===== src/rtl/alu_pkg.sv =====
// ============================================================================
//  Module   : alu_pkg
//  Purpose  : Shared ALU opcode encodings and carry-lookahead group size.
//  Revision : 1.0  initial release
// ============================================================================
`default_nettype none

package alu_pkg;

  // Adder/subtractor opcodes; bit 0 selects inversion of operand B
  typedef enum logic [1:0] {
    OP_ADD  = 2'b00,
    OP_SUB  = 2'b01,
    OP_ADDC = 2'b10,
    OP_SUBB = 2'b11
  } alu_op_t;

  // Bits per lookahead group, and groups per second-level block
  localparam int CLA_GROUP = 4;

endpackage

`default_nettype wire


===== src/rtl/cla_group4.sv =====
// ============================================================================
//  Module   : cla_group4
//  Purpose  : 4-wide carry-lookahead unit. Produces the three internal carries
//             from a carry-in, plus group propagate/generate. Used both on
//             bit-level p/g and on group-level P/G.
//  Revision : 1.0  initial release
// ============================================================================
`default_nettype none

module cla_group4
  import alu_pkg::*;
(
  input  logic [CLA_GROUP-1:0] i_p,
  input  logic [CLA_GROUP-1:0] i_g,
  input  logic                 i_cin,
  output logic [CLA_GROUP-1:1] o_c,
  output logic                 o_pg,
  output logic                 o_gg
);

  // Flattened lookahead equations; group P/G are independent of i_cin
  always_comb begin
    o_c[1] = i_g[0] | (i_p[0] & i_cin);
    o_c[2] = i_g[1] | (i_p[1] & i_g[0]) | (i_p[1] & i_p[0] & i_cin);
    o_c[3] = i_g[2] | (i_p[2] & i_g[1]) | (i_p[2] & i_p[1] & i_g[0])
           | (i_p[2] & i_p[1] & i_p[0] & i_cin);
    o_pg   = &i_p;
    o_gg   = i_g[3] | (i_p[3] & i_g[2]) | (i_p[3] & i_p[2] & i_g[1])
           | (i_p[3] & i_p[2] & i_p[1] & i_g[0]);
  end

endmodule

`default_nettype wire


===== src/rtl/cla_adder_pipe.sv =====
// ============================================================================
//  Module   : cla_adder_pipe
//  Purpose  : Pipelined two-level carry-lookahead adder/subtractor with
//             valid/ready handshakes. Stage A: operand prep, bit p/g, group
//             P/G. Optional register (PIPE=1). Stage B: block lookahead, group
//             carries, sum and flags into the output register.
//  Revision : 1.0  initial release
// ============================================================================
`default_nettype none

module cla_adder_pipe
  import alu_pkg::*;
#(
  parameter int WIDTH = 32,
  parameter int PIPE  = 1
) (
  input  logic             clk,
  input  logic             rst,
  input  logic             in_valid,
  output logic             in_ready,
  input  logic [WIDTH-1:0] in_a,
  input  logic [WIDTH-1:0] in_b,
  input  logic [1:0]       in_op,
  input  logic             in_cin,
  output logic             out_valid,
  input  logic             out_ready,
  output logic [WIDTH-1:0] out_sum,
  output logic             out_cout,
  output logic             out_ovf,
  output logic             out_zero
);

  localparam int NG = WIDTH / CLA_GROUP;                  // groups
  localparam int NB = (NG + CLA_GROUP - 1) / CLA_GROUP;   // second-level blocks

  if ((WIDTH % CLA_GROUP) != 0 || WIDTH < 8 || WIDTH > 64) begin : g_bad_width
    $error("cla_adder_pipe: WIDTH must be a multiple of 4 in 8..64");
  end
  if (PIPE != 0 && PIPE != 1) begin : g_bad_pipe
    $error("cla_adder_pipe: PIPE must be 0 or 1");
  end

  // Every stage holds while the output register is full and not taken
  logic w_stall;
  assign w_stall  = out_valid & ~out_ready;
  assign in_ready = ~w_stall;

  // ---------------- Stage A: operand preparation and group P/G ----------------
  alu_op_t          w_op;
  logic [WIDTH-1:0] w_bx, w_pa, w_ga;
  logic             w_c0a;
  logic [NG-1:0]    w_gpa, w_gga;
  logic [3*NG-1:0]  w_unused_ca;

  assign w_op = alu_op_t'(in_op);
  assign w_bx = in_b ^ {WIDTH{in_op[0]}};
  assign w_pa = in_a ^ w_bx;
  assign w_ga = in_a & w_bx;

  // Carry-in per opcode; SUBB treats in_cin as an active-high borrow
  always_comb begin
    w_c0a = 1'b0;
    case (w_op)
      OP_ADD:  w_c0a = 1'b0;
      OP_SUB:  w_c0a = 1'b1;
      OP_ADDC: w_c0a = in_cin;
      OP_SUBB: w_c0a = ~in_cin;
      default: w_c0a = 1'b0;
    endcase
  end

  // Group P/G only; the carries of these units are recomputed in stage B
  for (genvar j = 0; j < NG; j++) begin : g_gen
    cla_group4 u_gen (
      .i_p   (w_pa[CLA_GROUP*j +: CLA_GROUP]),
      .i_g   (w_ga[CLA_GROUP*j +: CLA_GROUP]),
      .i_cin (1'b0),
      .o_c   (w_unused_ca[3*j +: 3]),
      .o_pg  (w_gpa[j]),
      .o_gg  (w_gga[j])
    );
  end

  // ---------------- Optional mid-pipe register ----------------
  logic             w_vb, w_c0b;
  logic [WIDTH-1:0] w_pb, w_gb;
  logic [NG-1:0]    w_gpb, w_ggb;

  if (PIPE == 1) begin : g_pipe
    logic             r_mid_valid, r_mid_c0;
    logic [WIDTH-1:0] r_mid_p, r_mid_g;
    logic [NG-1:0]    r_mid_gp, r_mid_gg;

    // Capture stage A on input transfer; bubbles advance as valid=0
    always_ff @(posedge clk) begin
      if (rst) begin
        r_mid_valid <= 1'b0;
        r_mid_c0    <= 1'b0;
        r_mid_p     <= '0;
        r_mid_g     <= '0;
        r_mid_gp    <= '0;
        r_mid_gg    <= '0;
      end else if (!w_stall) begin
        r_mid_valid <= in_valid;
        if (in_valid) begin
          r_mid_c0 <= w_c0a;
          r_mid_p  <= w_pa;
          r_mid_g  <= w_ga;
          r_mid_gp <= w_gpa;
          r_mid_gg <= w_gga;
        end
      end
    end

    assign w_vb  = r_mid_valid;
    assign w_c0b = r_mid_c0;
    assign w_pb  = r_mid_p;
    assign w_gb  = r_mid_g;
    assign w_gpb = r_mid_gp;
    assign w_ggb = r_mid_gg;
  end else begin : g_nopipe
    assign w_vb  = in_valid;
    assign w_c0b = w_c0a;
    assign w_pb  = w_pa;
    assign w_gb  = w_ga;
    assign w_gpb = w_gpa;
    assign w_ggb = w_gga;
  end

  // ---------------- Stage B: carry resolution ----------------
  logic [CLA_GROUP*NB-1:0] w_gp_pad, w_gg_pad;
  logic [NB-1:0]           w_bp, w_bg;
  logic [NB:0]             w_bc;          // carry into each block
  logic [CLA_GROUP*NB:0]   w_gc;          // carry into each (padded) group
  logic [WIDTH:0]          w_c;           // carry into each bit
  logic [NG-1:0]           w_unused_pr, w_unused_gr;
  logic                    w_unused_gc;

  // Unused upper groups propagate nothing and generate nothing
  always_comb begin
    w_gp_pad         = '0;
    w_gg_pad         = '0;
    w_gp_pad[NG-1:0] = w_gpb;
    w_gg_pad[NG-1:0] = w_ggb;
  end

  // Ripple between top-level blocks of four groups
  always_comb begin
    w_bc    = '0;
    w_bc[0] = w_c0b;
    for (int k = 0; k < NB; k++) begin
      w_bc[k+1] = w_bg[k] | (w_bp[k] & w_bc[k]);
    end
  end

  for (genvar k = 0; k < NB; k++) begin : g_lvl2
    cla_group4 u_blk (
      .i_p   (w_gp_pad[CLA_GROUP*k +: CLA_GROUP]),
      .i_g   (w_gg_pad[CLA_GROUP*k +: CLA_GROUP]),
      .i_cin (w_bc[k]),
      .o_c   (w_gc[CLA_GROUP*k+1 +: 3]),
      .o_pg  (w_bp[k]),
      .o_gg  (w_bg[k])
    );
    assign w_gc[CLA_GROUP*k] = w_bc[k];
  end
  assign w_gc[CLA_GROUP*NB] = w_bc[NB];
  assign w_unused_gc        = ^w_gc;

  for (genvar j = 0; j < NG; j++) begin : g_lvl1
    cla_group4 u_res (
      .i_p   (w_pb[CLA_GROUP*j +: CLA_GROUP]),
      .i_g   (w_gb[CLA_GROUP*j +: CLA_GROUP]),
      .i_cin (w_gc[j]),
      .o_c   (w_c[CLA_GROUP*j+1 +: 3]),
      .o_pg  (w_unused_pr[j]),
      .o_gg  (w_unused_gr[j])
    );
    assign w_c[CLA_GROUP*j] = w_gc[j];
  end
  assign w_c[WIDTH] = w_gc[NG];

  logic [WIDTH-1:0] w_sum;
  assign w_sum = w_pb ^ w_c[WIDTH-1:0];

  // ---------------- Output register ----------------
  logic             r_out_valid, r_out_cout, r_out_ovf, r_out_zero;
  logic [WIDTH-1:0] r_out_sum;

  // Load result when not stalled; data only changes on a valid result
  always_ff @(posedge clk) begin
    if (rst) begin
      r_out_valid <= 1'b0;
      r_out_sum   <= '0;
      r_out_cout  <= 1'b0;
      r_out_ovf   <= 1'b0;
      r_out_zero  <= 1'b0;
    end else if (!w_stall) begin
      r_out_valid <= w_vb;
      if (w_vb) begin
        r_out_sum  <= w_sum;
        r_out_cout <= w_c[WIDTH];
        r_out_ovf  <= w_c[WIDTH] ^ w_c[WIDTH-1];
        r_out_zero <= ~|w_sum;
      end
    end
  end

  assign out_valid = r_out_valid;
  assign out_sum   = r_out_sum;
  assign out_cout  = r_out_cout;
  assign out_ovf   = r_out_ovf;
  assign out_zero  = r_out_zero;

endmodule

`default_nettype wire


===== config.mk =====
export PLATFORM = sky130hd
export DESIGN_NAME = cla_adder_pipe
export DESIGN_NICKNAME = d
export VERILOG_FILES = /design/src/rtl/alu_pkg.sv /design/src/rtl/cla_group4.sv /design/src/rtl/cla_adder_pipe.sv
export SDC_FILE = /design/constraint.sdc
export NUM_CORES = 1
export LEC_CHECK = 0
export BUFFER_PORTS_ARGS = -buffer_cell sky130_fd_sc_hd__buf_2
export CORE_MARGIN = 3
export CORE_UTILIZATION = 50
export DETAILED_ROUTE_END_ITERATION = 7
export GPL_ROUTABILITY_DRIVEN = 0
export PLACE_DENSITY = 0.72
export SLEW_MARGIN = 40
export SYNTH_ARGS = -nofsm -noshare
export SYNTH_HDL_FRONTEND = slang
export SYNTH_SLANG_ARGS = --single-unit

===== constraint.sdc =====
create_clock -name clk -period 3.3 [get_ports clk]
set_input_delay 0.495 -clock clk [delete_from_list [all_inputs] [get_ports clk]]
set_output_delay 0.495 -clock clk [all_outputs]
set_load 0.02 [all_outputs]

==> key figures <==
Critical path
  • Endpoint of the worst-slack reg-to-reg timing path: out_zero$_SDFFE_PP0P_
  • Nature of the critical path endpoint: flip-flop
  • R2R Setup Slk: 260 ps
  • Sequence of cells on the critical path: a21oi_2 > o22a_1 > o21ai_4 > a21o_1 > ha_1 > nor3_1 > nand3_1 > nor4_1 > o2111a_1 > nand4_1 > nand4bb_1 > nand4b_1 > o31ai_2
  • Arrival time of the worst setup path: 3320 ps
  • Crit path buffers/inverters: 0
  • Max FO, Critical Path: 5
  • Critical path launch point type: flip-flop
  • Class of the most critical setup path: reg2reg
  • Worst path slowest cell: dfxtp_1
  • Count of cells along the worst register-to-register path: 13
  • Start of the worst register-to-register path: g_pipe.r_mid_gg[1]$_SDFFE_PP0P_
  • Required time worst endpoint: 3580 ps
  • Family of cells with the greatest summed delay on the critical path: compound AO/OA/AOI/OAI gates
  • Slowest Stage Delay on Critical Path: 360 ps

Yosys
  • Largest family of logic cells by synthesized area: simple AND/OR/NAND/NOR gates
  • Flip-flop and latch count after synthesis: 110
  • Simple-gate share of the synthesized area: 20.83%
  • Average instance area after synthesis: 7.939 sq um
  • Yosys top cell by area: dfxtp_1
  • Cell area after technology mapping: 0.005525 sq mm
  • Synth Area in Compound Gates: 19.16%
  • Most common library cells after synthesis: nand2_1 (168), dfxtp_1 (110), a21oi_1 (109)
  • Proportion of register bits with asynchronous set or reset after synthesis: 0%
  • Number of enable flip-flop cells after synthesis: 0
  • Cell types with the largest area share after synthesis: dfxtp_1 (40%), nand2_1 (11%), a21oi_1 (9.9%)
  • Sequential area share after synthesis: 39.86%
  • Area share of the largest cell type after synthesis: 39.86%
  • Synth Area in Adders: 9.058%
  • Main flop type after synthesis: dfxtp_1
  • Number of standard cells after synthesis: 696
  • Fraction of synthesized area in multiplexers: 0%
  • Net count of the mapped netlist: 807
  • Synth warnings: 0
  • Count of unique library cells instantiated by Yosys: 47
  • Parity-gate share of the synthesized area counting xor and xnor cells: 8.084%
  • Most instantiated library cell after synthesis: nand2_1

Min path
  • Hold-critical path depth: 2
  • End point of the most critical hold path: out_sum[21]$_SDFFE_PP0P_
  • Startpoint of the worst hold path: out_sum[21]$_SDFFE_PP0P_
  • Path type of the worst min-delay path: reg2reg

Place
  • Post-place setup slack: 274.5 ps
  • Placed wire-length estimate: 11020 um
  • Port Buf Inserts: 107
  • Cell Count Post-Placement: 912

Clocking
  • Insertion delay of the later-clocked pin in the worst-skew pair: 360 ps
  • Number of buffers created by CTS: 9
  • Maximum root-to-sink buffer count: 2
  • Total clock sinks: 110
  • TritonCTS clock tree: done
  • Reg clk slew, reported paths: 100 ps
  • Buffer count from post-CTS setup fixing: 0
  • Clk Tree Root Cell: clkbuf_8
  • Clock H-tree levels: 3

Detailed routing
  • Initial DRC count: 301
  • Remaining antenna violation count after routing: 0
  • Via count normalized by instance count: 5.468
  • DR WL/cell: 15.19 um
  • Initial DRT Pass Iterations: 5
  • Final wirelength: 14100 um
  • Final routed DRC violation total: 0
  • Routed via count: 5074

Global routing
  • Largest net degree at the start of global routing: 111
  • First-pass GRT wire length: 23160 um
  • Total global-route track usage: 22.53%
  • Initial antenna violation count: 0
  • Total grt overflow: 0
  • Via count of the first global-routing pass: 4841

Final layout
  • Fraction of the core area covered by cells at the end of the flow: 60.74%
  • Fraction of layout instances using a drive strength above 1: 18.56%
  • Final instance count without filler cells: 928
  • Total number of nets in the final design: 898
  • Number of diodes: 0
  • Synth-to-Final Area Change: 16.03%

Timing
  • Relative slew slack: 47.99%
  • Total count of max-transition violations in the final report: 0
  • Transition at the pin with the smallest max-transition slack: 780.2 ps
  • Worst setup skew after layout: 13.09 ps
  • Total negative setup slack: 0 ps
  • Max Fclk: 329.1 MHz
  • Worst slack on hold paths: 454.2 ps
  • Final setup viols: 0
  • Least setup slack across all paths after layout: 261.3 ps
  • Final cycle utilization of the critical path: 92.08%
  • Final hold violation count: 0
  • Final period demand of the worst path: 3039 ps

Die
  • Core region area: 0.01056 sq mm
  • Count of boundary I/O pins: 108
  • Die extent in y: 111.1 um
  • Starting Density: 52.35%
  • Area of the die: 0.01235 sq mm
  • Die width: 111.1 um
  • Standard-cell row count: 37

Power and ir drop
  • Maximum vdd ir drop: 276.9 uV
  • Static Leakage: 2.780 nW
  • P per Cell Area: 455.0 mW/mm^2

Job
  • Total of max-cap violations: 0

Status
  • Status: completed
[cell usage in the layout (no fill, tap or decap), drive strengths merged, types with 3 or more instances in the layout]
master	synthesis	layout
ha	40	40
clkbuf	35	10
inv	4	5
nor4	3	3
nand4	8	8
a21o	9	9
o21a	6	6
nor2	60	60
and3	3	3
nor2b	10	10
clkinv	0	4
a21oi	110	110
nand3	7	7
a211oi	14	14
buf	5	120
and2	3	3
nor3	8	8
o21ai	11	11
o31ai	5	5
dfxtp	110	110
nand2	168	168
xnor2	13	13
o31a	5	5
xor2	38	38
[sequential cells by signal, summed over array words and instances (netlist names), 8 cells and up]
name             cells
g_pipe.r_mid_p      32
out_sum             32
g_pipe.r_mid_gg      8
g_pipe.r_mid_gp      8
g_pipe.r_mid_g      24
[worst max path at each step]
stage | from | to | slack (ps) | cells after the start
5_1_grt | g_pipe.r_mid_gp[1]$_SDFFE_PP0P_ | out_zero$_SDFFE_PP0P_ | -8 | 13
6_report | g_pipe.r_mid_gg[1]$_SDFFE_PP0P_ | out_zero$_SDFFE_PP0P_ | 260 | 13
4_1_cts | g_pipe.r_mid_gg[1]$_SDFFE_PP0P_ | out_zero$_SDFFE_PP0P_ | 240 | 13
2_1_floorplan | g_pipe.r_mid_gp[2]$_SDFFE_PP0P_ | out_zero$_SDFFE_PP0P_ | 640 | 13
3_5_place_dp | g_pipe.r_mid_gp[2]$_SDFFE_PP0P_ | out_zero$_SDFFE_PP0P_ | 270 | 13
3_3_place_gp | g_pipe.r_mid_gp[2]$_SDFFE_PP0P_ | out_zero$_SDFFE_PP0P_ | 410 | 13
[cell families (layout without fill, tap and decap cells)]
logic type,Yosys count,count (layout)
compound gates,175,175
xor+xnor,51,51
buf+inv,44,140
flops,110,110
fa+ha+maj,40,40
simple gates,276,276
[area by class of cell]
class                      count  area (sq um)
clock buffer                  10         127.6
clock inverter                 6         70.07
fill                         964          4144
inverter                       4         15.01
multi-input combinational    542          3177
sequential                   110          2202
tap                          136         170.2
timing repair buffer         120         649.4
[repair_timing]
action / in CTS / in global routing
endpoints found under the setup margin: 0 / 1
hold buffers: 0 / 0
resized for setup: 0 / 2
[power breakdown]
part	switching, W	internal (W)
clock	0.000441	0.000357
sequential	0.0000768	0.00141
combinational	0.000374	0.000257
[metal layers]
metal	global-route usage (%)	vias up	wire length, um
met5	0	-	0
met4	7.461	0	301
met3	3.821	25	943
met1	31.07	2312	6586
met2	35.92	179	6267
li1	-	2558	-
[metrics by stage]
stage | cell area, sq um | power [W]
6_report | 6411 | 0.002917
5_1_grt | 6411 | 0.003064
4_1_cts | 6400 | 0.002925
3_5_place_dp | 6202 | 0.002139
3_3_place_gp | 6193 | 0.002123
2_1_floorplan | 5525 | 0.001922
[worst reg2reg max path, delay by kind of cell (launching register included)]
| family | cells | cell delay (ps) |
|---|---|---|
| AOI/OAI and AO/OA | 6 | 1200 |
| DFF | 1 | 360 |
| and+or+nand+nor | 6 | 1110 |
| adders and majority gates | 1 | 300 |
Note: power is estimated with default switching activity, not from simulation.
